<file path="src/rtl/tx_packet_arbiter.sv">
// Round-robin owner of the serial TX packet encoder: strobes each word of the granted
// packet into the encoder, then holds the grant until the encoder finishes serializing.
module tx_packet_arbiter #(
    parameter int N_REQ        = 2,
    parameter int BUSY_TIMEOUT = 1024
) (
    input  logic                  clk,
    input  logic                  rst,
    input  logic [N_REQ-1:0]      req,
    input  logic [4*N_REQ-1:0]    req_cnt,
    input  logic [4*N_REQ-1:0]    req_type,
    input  logic [16*N_REQ-1:0]   req_word,
    output logic [N_REQ-1:0]      grant,
    output logic [3:0]            rd_idx,
    output logic [N_REQ-1:0]      done,
    output logic                  err,
    output logic                  write_tx_word,
    output logic [15:0]           tx_word,
    output logic [3:0]            tx_word_cnt,
    output logic [3:0]            tx_resp_type,
    input  logic                  tx_busy
);
    localparam int OW = (N_REQ > 1) ? $clog2(N_REQ) : 1;
    localparam int TW = $clog2(BUSY_TIMEOUT + 1);

    typedef enum logic [2:0] {
        IDLE, LOAD, WRITE, GAP, WAIT_RISE, WAIT_FALL
    } state_t;

    state_t            state_q;
    logic [OW-1:0]     rr_q;
    logic [OW-1:0]     owner_q;
    logic [TW-1:0]     timer_q;
    logic [N_REQ-1:0]  grant_q;
    logic [N_REQ-1:0]  done_q;
    logic              err_q;
    logic              wr_q;
    logic [3:0]        rd_idx_q;
    logic [15:0]       tx_word_q;
    logic [3:0]        cnt_q;
    logic [3:0]        type_q;

    logic              win_vld_d;
    logic [OW-1:0]     win_d;

    function automatic logic [OW-1:0] next_ptr(input logic [OW-1:0] p);
        if (int'(p) == N_REQ - 1)
            return '0;
        return p + 1'b1;
    endfunction

    // Scan downward so the lowest offset from the rr pointer is written last and wins.
    always_comb begin
        win_vld_d = 1'b0;
        win_d     = '0;
        for (int k = N_REQ - 1; k >= 0; k--) begin
            if (req[(int'(rr_q) + k) % N_REQ]) begin
                win_vld_d = 1'b1;
                win_d     = OW'((int'(rr_q) + k) % N_REQ);
            end
        end
    end

    always_ff @(posedge clk or negedge rst) begin
        if (!rst) begin
            state_q   <= IDLE;
            rr_q      <= '0;
            owner_q   <= '0;
            timer_q   <= '0;
            grant_q   <= '0;
            done_q    <= '0;
            err_q     <= 1'b0;
            wr_q      <= 1'b0;
            rd_idx_q  <= '0;
            tx_word_q <= '0;
            cnt_q     <= '0;
            type_q    <= '0;
        end else begin
            done_q <= '0;
            err_q  <= 1'b0;
            wr_q   <= 1'b0;
            case (state_q)
                IDLE: begin
                    if (win_vld_d && !tx_busy) begin
                        grant_q  <= N_REQ'(1) << win_d;
                        owner_q  <= win_d;
                        cnt_q    <= req_cnt[4*win_d +: 4];
                        type_q   <= req_type[4*win_d +: 4];
                        rd_idx_q <= '0;
                        state_q  <= LOAD;
                    end
                end
                LOAD: begin
                    if (cnt_q == 4'd0) begin
                        err_q   <= 1'b1;
                        done_q  <= grant_q;
                        grant_q <= '0;
                        rr_q    <= next_ptr(owner_q);
                        state_q <= IDLE;
                    end else begin
                        state_q <= WRITE;
                    end
                end
                WRITE: begin
                    if (!tx_busy) begin
                        tx_word_q <= req_word[16*owner_q +: 16];
                        wr_q      <= 1'b1;
                        state_q   <= GAP;
                    end
                end
                GAP: begin
                    if (({1'b0, rd_idx_q} + 5'd1) < {1'b0, cnt_q}) begin
                        rd_idx_q <= rd_idx_q + 4'd1;
                        state_q  <= WRITE;
                    end else begin
                        timer_q <= '0;
                        state_q <= WAIT_RISE;
                    end
                end
                WAIT_RISE: begin
                    if (tx_busy) begin
                        timer_q <= '0;
                        state_q <= WAIT_FALL;
                    end else if (timer_q == TW'(BUSY_TIMEOUT - 1)) begin
                        // Encoder never started: flag it, then release through WAIT_FALL.
                        err_q   <= 1'b1;
                        timer_q <= '0;
                        state_q <= WAIT_FALL;
                    end else begin
                        timer_q <= timer_q + 1'b1;
                    end
                end
                WAIT_FALL: begin
                    if (!tx_busy) begin
                        done_q  <= grant_q;
                        grant_q <= '0;
                        rr_q    <= next_ptr(owner_q);
                        state_q <= IDLE;
                    end
                end
                default: state_q <= IDLE;
            endcase
        end
    end

    assign grant         = grant_q;
    assign rd_idx        = rd_idx_q;
    assign done          = done_q;
    assign err           = err_q;
    assign write_tx_word = wr_q;
    assign tx_word       = tx_word_q;
    assign tx_word_cnt   = cnt_q;
    assign tx_resp_type  = type_q;

endmodule

</file>
<file path="config.mk">
export PLATFORM = sky130hd
export DESIGN_NAME = tx_packet_arbiter
export DESIGN_NICKNAME = d
export VERILOG_FILES = /design/src/rtl/tx_packet_arbiter.sv
export SDC_FILE = /design/constraint.sdc
export NUM_CORES = 1
export LEC_CHECK = 0
export BUFFER_PORTS_ARGS = -buffer_cell sky130_fd_sc_hd__buf_2
export CAP_MARGIN = 30
export CORE_ASPECT_RATIO = 1.75
export CORE_MARGIN = 2
export CORE_UTILIZATION = 50
export CTS_CLUSTER_SIZE = 8
export DETAILED_ROUTE_END_ITERATION = 10
export PLACE_DENSITY = 0.91
export SLEW_MARGIN = 10
export SYNTH_ARGS = -nofsm -noshare
export SYNTH_HDL_FRONTEND = slang
export SYNTH_SLANG_ARGS = --single-unit
</file>
<file path="constraint.sdc">
create_clock -name clk -period 3 [get_ports clk]
set_input_delay 0.15 -clock clk [delete_from_list [all_inputs] [get_ports clk]]
set_output_delay 0.15 -clock clk [all_outputs]
set_load 0.01 [all_outputs]
</file>
# Word level (Yosys, flattened, before mapping)
# Cells that the tools add are included.
dict set report classes {
  n_eq_ne 13
  shift 4
  mux 48
  addsub 5
  bitwise_logic 2
  reduce_logical 15
  n_mul 0
  order_cmp 3
  div 0
}
# cell n
set op_table {}
lappend op_table {{$mux 11} 3}
lappend op_table {{$shiftx 32x6->16} 1}
lappend op_table {{$mux 1} 24}
lappend op_table {{$pmux 11 s2} 1}
lappend op_table {{$mux 3} 6}
lappend op_table {{$pmux 3 s6} 1}
lappend op_table {{$shiftx 8x4->4} 2}
lappend op_table {{$mux 2} 6}
lappend op_table {{$ne 2x2->1 const B} 6}
lappend op_table {{$add 11x1->11 const B} 1}
lappend op_table {{$eq 11x10->1 const B} 1}
lappend op_table {{$mux 4} 2}
lappend op_table {{$pmux 4 s2} 1}
lappend op_table {{$reduce_and 4->1} 2}
lappend op_table {{$eq 3x2->1 const B} 2}
lappend op_table {{$eq 3x3->1 const B} 2}
lappend op_table {{$pmux 2 s3} 1}
lappend op_table {{$reduce_and 2->1} 3}
lappend op_table {{$reduce_and 3->1} 2}
lappend op_table {{$reduce_bool 2->1} 3}
lappend op_table {{$add 4x1->5 const B} 1}
lappend op_table {{$lt 5x4->1} 1}
lappend op_table {{$add 4x1->4 const B} 1}
lappend op_table {{$logic_not 4->1} 1}
lappend op_table {{other kinds (14)} 16}
dict set report word_totals {
  regBits 50
  mem_count 0
  romBits 0
  mem_bits_rw 0
  inputBits 53
  latchBits 0
  elab_cells 102
  output_inout_bits 34
}

# Depth between registers and ports, before layout
# Gate-level depths: netlist of the first run.
dict set report depth {
  depth_word 10
  ltp_mapped 9
  ltp_nobuf 8
}

# Least setup slack after synthesis of the first run
# Ideal clock, no wire load.
dict set report synth_path {
  path_kind {register -> register}
  from {register rd_idx_q[0] (netlist: rd_idx[0])}
  to {register rd_idx_q[2] (netlist: rd_idx[2])}
  t_required_ns 2.933
  setup_time_ns 0.067
  stages_incl_launch_ff 10
  path_buffers 1
  t_arrival_ns 2.307
  setup_slack_ns 0.626
  period_less_slack_ns 2.374
  path_cell_list {dfrtp_1 > ha_1 > xor2_1 > ha_1 > o21ai_0 > a21oi_1 > or3b_1 > buf_2 > a2111oi_2 > a311o_1}
}
dict set report synth_via {
  elab_chain_len 4
  word_cells_on_any_way 7
  cone_classes {add/sub: 2; order compare: 1; eq/ne: 1; mux: 2; reduce/logical: 1}
}
# element line
set synth_lines {}
lappend synth_lines {{from (decl)} 38} ;# logic [3:0] rd_idx_q;
lappend synth_lines {{from (signal assigned)} 113} ;# rd_idx_q <= rd_idx_q + 4'd1;
lappend synth_lines {{$add 4x1->5} 112} ;# if (({1'b0, rd_idx_q} + 5'd1) < {1'b0, cnt_q}) begin
lappend synth_lines {{$lt 5x4->1} 112}
lappend synth_lines {{$ne 2x2->1 (no source line)} --}
lappend synth_lines {{$reduce_and 3->1 (no source line)} --}
# Parallel ways exist; a longest one is shown, timed or not. The select of a mux whose other input is x is not followed.
# A chain may end at the register's enable or synchronous reset.

# Worst setup path after layout of the first run
# Ends and elaborated chain as after synthesis.

==> impl_metrics.toml, run 1 <==
[timing]
hold_viol_final = 0
finalCriticalPeriod_ps = 2560
fmax_mhz = 390
rsz0062_at_grt = "false"
fin_ws_ps = 439
slew_viol_final = 0
max-slew-margin-rel_pct = 39.2
setup_tns_ps = 0
finalSetupViolations = 0
tightestPinTransition_ps = 912
fin_crit_sh_pct = 85.4
fin_worst_skew_ps = 9.70

[cts]
cts_buffers = 5
clkLatencyLatePin_ps = 310
clock_sinks = 50
clock_path_buffers = 2
cts-root-buf = "clkbuf_8"
path_clk_slew_ps = 90
cts_tree = "done"
htreeDepth = 2
post_cts.repair.setup_buffers = 0

[placement]
place.gp.congestion = 0.856
dp_slack_ps = 441
port-buffer-count = 86
dpl.hpwl_um = 4560

[hold_path]
holdPathStages = 3
hold_class = "primary input to flop"
worstHoldEndpoint = "tx_word_cnt[2]"
min_from = "req_cnt[6]"

[setup_path]
r2r_start = "rd_idx[0]"
cp_cell_sequence = "ha_1 -> xor2_1 -> ha_1 -> o21ai_0 -> a21oi_1 -> or3b_1 -> a2111oi_2 -> a311o_1"
worstPathRequired_ps = 3250
crit_path_top_delay_cell = "or3b_1"
reg2reg_depth = 8
crit_type = "flop to flop"
crit_path_max_incr_delay_ps = 500
r2r_setup_slack_ps = 440
worstPathMaxFanout = 9
critPathLaunchType = "flop"
crit_path_start = "rd_idx[0]"
endpoint_kind = "flop"
crit_arrival_ps = 2810
r2r_end = "rd_idx[2]"
crit_top_cell = "ha_1"

[synth]
yosys.cell_types.count = 43
ys_seq_area_share_pct = 49.4
synth_area_um2 = 2530
syn-num-nets = 314
avgSynthCellArea_um2 = 9.89
yosys_warnings = 0
synthTopCellsByArea = "dfrtp_1 (49%), mux2i_1 (11%), a21oi_1 (4.9%)"
yosysTopAreaCell = "dfrtp_1"
synth_seq_cells = 50
synthCells = 256
synth_top_area_share_pct = 49.4

[pwr]
max-vdd-ir-drop_v = 0.000629
p_per_area_nw_per_um2 = 903
leakage_nw = 1.57

[finish]
drive_gt1_share_pct = 30.7
fillers = 401
final_common_cell = "buf_2"
nNetsFinal = 402
diodes = 0
layout_common_cells = "buf_2 (86), dfrtp_1 (50), mux2i_1 (27)"
register_area_um2 = 1250
multi_input_area_um2 = 1210
syn_to_final_growth_pct = 25.3

[die]
coreArea_um2 = 4930
initial_core_util_pct = 51.3
ios = 87
die_area_um2 = 5670
rows = 34
fp.dieW_um = 57.8
floorplan.die.height_um = 98.1

[grt]
grt_usage_pct = 22.7
grt_max_degree = 34
antenna_found_initial = 0
grt_pass1_vias = 2347
grt_pass1_wl_um = 10100
grt_overflow = 0

[route]
first_iter_violations = 48
wirelength_um = 5940
antenna_left = 0
firstDrtPassIters = 4
vias = 2267
drc = 0
vias_per_cell = 5.68
routedWlPerCell_um = 14.9

[run_status]
outcome = "complete, no violations"

[job]
max_cap_violations = 0
-- worst max-delay path by stage --
stage | end | slack [ps]
after floorplan | rd_idx[2] | 630
after global placement | rd_idx[2] | 620
after detailed placement | rd_idx[2] | 440
after CTS | rd_idx[2] | 440
after global routing | rd_idx[2] | 290
final | rd_idx[2] | 440
-- worst max-delay path, delay by kind of cell (launching register included) --
family	cells	cell delay, ps
XOR/XNOR	1	160
adder cells (fa/ha/maj)	2	540
AO/OA/AOI/OAI	4	860
AND/OR/NAND/NOR	1	500
flip-flops	1	440
-- cells by family (layout without fill, tap and decap cells) --
logic type / after synthesis / in the layout / share of synthesized area (%)
AND/OR/NAND/NOR: 88 / 88 / 17.4
AO/OA/AOI/OAI: 65 / 65 / 16.0
flip-flops: 50 / 50 / 49.4
multiplexers: 28 / 28 / 11.1
buffers and inverters: 18 / 107 / 2.87
adder cells (fa/ha/maj): 5 / 5 / 2.47
XOR/XNOR: 2 / 2 / 0.692
-- flip-flops by register name, summed over array words and instances, names as in the netlist --
signal         flops
done               2
err                1
grant              2
owner_q            1
rd_idx             4
rr_q               1
state_q            3
timer_q           11
tx_resp_type       4
tx_word           16
tx_word_cnt        4
write_tx_word      1
-- per-layer routing --
layer,vias to the layer above,GRT usage [%],share of wire [%]
li1,1092,-,-
met1,1091,23.7,36
met2,71,42.1,57
met3,13,3.31,4.1
met4,0,11.1,2.6
met5,-,0,0
-- per-stage QoR --
stage               cells  hold slack (ps)  cell area (um2)  power [W]  util, %
floorplan             256             -146             2530    0.00192        -
global placement      389              413             3020    0.00229     61.2
detailed placement    390              131             3040    0.00238     61.6
CTS                   399              120             3170    0.00288     64.2
global route          399              153             3170    0.00308     64.2
finish                399              120             3170    0.00286     64.2
-- synthesized netlist by cell type (all sizes together) --
cell and count:
dfrtp 50, mux2i 27, a21oi 25, nor2 24
nand2 21, o21ai 18, nand3 14, clkbuf 7
inv 7, nand2b 6, nor3 6, ha 5
a21o 4, a31oi 4, buf 4, nor2b 3
nor3b 3, o211ai 3, a311o 2, and2 2
nand3b 2, a2111oi 1, a211o 1, a21bo 1
a22o 1, a32o 1, a41oi 1, and3 1
mux2 1, nand4 1, nor4 1, o211a 1
o2bb2ai 1, o32ai 1, or2 1, or3 1
or3b 1, or4 1, xnor2 1, xor2 1
-- what timing repair did --
item	in CTS	in global routing
hold buffers	1	0
setup endpoints to repair	0	0
endpoints found under the hold margin	20	0
resized for setup	0	0
-- area by class of cell --
type	instances	share of cell area, %
inverters	7	0.829
multi-input cells	188	38.3
clock inverters	2	1.22
clock buffers	6	2.60
repair buffers	92	15.5
flip-flops and latches	50	39.5
well taps	54	2.13
-- power by group --
group	switching (W)	internal [W]
combinational	0.000653	0.000547
sequential	0.000246	0.000914
clock	0.000229	0.000274
No activity file was read; power rests on OpenSTA's default activity.
==> run 2, diff against run 1 <==
--- a/config.mk
+++ b/config.mk
@@ -6,13 +6,13 @@
 export NUM_CORES = 1
 export LEC_CHECK = 0
 export BUFFER_PORTS_ARGS = -buffer_cell sky130_fd_sc_hd__buf_2
-export CAP_MARGIN = 30
 export CORE_ASPECT_RATIO = 1.75
 export CORE_MARGIN = 2
-export CORE_UTILIZATION = 50
+export CORE_UTILIZATION = 52
+export CTS_BUF_LIST = sky130_fd_sc_hd__clkbuf_8
 export CTS_CLUSTER_SIZE = 8
 export DETAILED_ROUTE_END_ITERATION = 10
-export PLACE_DENSITY = 0.91
+export PLACE_DENSITY = 0.93
 export SLEW_MARGIN = 10
 export SYNTH_ARGS = -nofsm -noshare
 export SYNTH_HDL_FRONTEND = slang
==> run 2 against run 1 <==
  * Global-route usage shrank 0.65 points
  * Register-to-register slack got worse by 30 ps
  * Design area fell by 1.5%
  * Combinational power about the same
  * Routed wire length shrank 4.2%
  * Clock power decreased by 6.0%
  * Via count decreased by 3.3%
  * Critical path type unchanged
==> impl_metrics.toml, run 2 (synthesis results as in run 1) <==
[die]
rows = 33
fp.dieW_um = 56.7
ios = 87
die_area_um2 = 5460
initial_core_util_pct = 53.8
coreArea_um2 = 4710
floorplan.die.height_um = 96.3

[cts]
path_clk_slew_ps = 90
post_cts.repair.setup_buffers = 0
cts-resized-gates = 0
clkLatencyLatePin_ps = 300
clock_sinks = 50
cts_tree = "done"
cts_buffers = 5
ctsHoldBuffers = 0
clock_path_buffers = 2
cts-root-buf = "clkbuf_8"
htreeDepth = 2

[setup_path]
critPathLaunchType = "flop"
crit_path_max_incr_delay_ps = 500
crit_arrival_ps = 2820
crit_path_top_delay_cell = "or3b_1"
crit_top_cell = "ha_1"
endpoint_kind = "flop"
crit_family = "compound AO/OA/AOI/OAI gates"
critPathBufInv = 0
crit_type = "flop to flop"
worstPathMaxFanout = 9
worstPathRequired_ps = 3230
cp_cell_sequence = "ha_1 -> xor2_1 -> ha_1 -> o21ai_0 -> a21oi_1 -> or3b_1 -> a2111oi_2 -> a311o_1"

[route]
vias = 2193
wirelength_um = 5700
vias_per_cell = 5.57
antenna_left = 0
firstDrtPassIters = 4
first_iter_violations = 49
drc = 0
routedWlPerCell_um = 14.5

[timing]
finalSetupViolations = 0
max-slew-margin-rel_pct = 26.7
fin_crit_sh_pct = 86.3
fin_worst_skew_ps = 11.6
hold_viol_final = 0
fmax_mhz = 386
setup_tns_ps = 0
rsz0062_at_grt = "false"
tightestPinTransition_ps = 1090
fin_ws_ps = 410
finalCriticalPeriod_ps = 2590
slew_viol_final = 0

[placement]
dp_cells = 386
place.gp.congestion = 0.846
dp_slack_ps = 466
dpl.hpwl_um = 4400
port-buffer-count = 86
placed_cell_area_um2 = 3010

[grt]
antenna_found_initial = 0
grt_max_degree = 51
grt_pass1_wl_um = 9400
grt_usage_pct = 22.0
grt_pass1_vias = 2209
grt_overflow = 0

[pwr]
pwr-share-clk_pct = 16.8
power_frac_seq_pct = 41.2
p_int_w = 0.00171
p_per_area_nw_per_um2 = 905
leakage_nw = 1.55
p_switching_w = 0.00112
p_sw_share_pct = 39.6
comb_power_share_pct = 42.0
max-vdd-ir-drop_v = 0.000551

[hold_path]
hold_class = "primary input to async pin"

[finish]
nNetsFinal = 399
largest_reg_flops = 16
final_common_cell = "buf_2"
drive_gt1_share_pct = 30.4
diodes = 0
utilization_pct = 66.3
syn_to_final_growth_pct = 23.3
fillers = 409
layout_common_cells = "buf_2 (86), dfrtp_1 (50), mux2i_1 (27)"
fin_area_um2 = 3120
final_cells = 394

[job]
max_cap_violations = 0

[run_status]
outcome = "complete, no violations"
==> run 2: cell count changes in the layout (fill, tap and decap cells not counted) <==
cell	change
clkinv_2	+1
dlygate4sd3_1	-1
buf_4	-1
buf_12	-1
clkbuf_8	-1
==> run 2: through the flow <==
stage	total power (W)	hold WS (ps)
6_report	0.00283	20.8
5_1_grt	0.00305	122
4_1_cts	0.00286	72.8
3_5_place_dp	0.00237	416
3_3_place_gp	0.00229	408
2_1_floorplan	0.00192	-146
==> run 2: power groups by stage <==
stage / Clock [W] / Combinational [W] / Sequential [W]
after floorplan: 0 / 0.000745 / 0.00118
after global placement: 0 / 0.00113 / 0.00116
after detailed placement: 0 / 0.00119 / 0.00118
after CTS: 0.000490 / 0.00120 / 0.00117
after global routing: 0.000511 / 0.00133 / 0.00121
final: 0.000474 / 0.00119 / 0.00117
==> run 2: final timing paths <==
path                       cells after the start             from               to  slack [ps]
hold / removal                                 1              rst       timer_q[2]          20
setup / recovery                               8        rd_idx[0]        rd_idx[2]         410
min in group clk                               3      req_type[5]  tx_resp_type[1]         130
max in group asynchronous                      1              rst       state_q[0]        2300
setup reg to reg                               8        rd_idx[0]        rd_idx[2]         410
hold reg to reg                                2  tx_resp_type[2]  tx_resp_type[2]         490
==> run 2: layer usage <==
metal / vias up / share of wire (%) / GRT usage [%]
met4: 0 / 1.9 / 9.69
met2: 72 / 58 / 42.3
met1: 1025 / 36 / 22.7
li1: 1089 / - / -
met3: 7 / 4.1 / 4.30
met5: - / 0 / 0
==> run 2: final cells by class <==
type,count,area [um2],share of cell area (%)
clock buffer,5,68.8,2.20
multi-input combinational,188,1210,38.9
sequential,50,1250,40.1
timing repair buffer,89,453,14.5
inverter,7,26.3,0.842
clock inverter,3,43.8,1.40
tap,52,65.1,2.08
==> run 2: worst reg2reg max path: stages (launching register included) <==
cell,delay [ps]
dfrtp_1,430
ha_1,280
xor2_1,160
ha_1,280
o21ai_0,230
a21oi_1,90
or3b_1,500
a2111oi_2,400
a311o_1,160
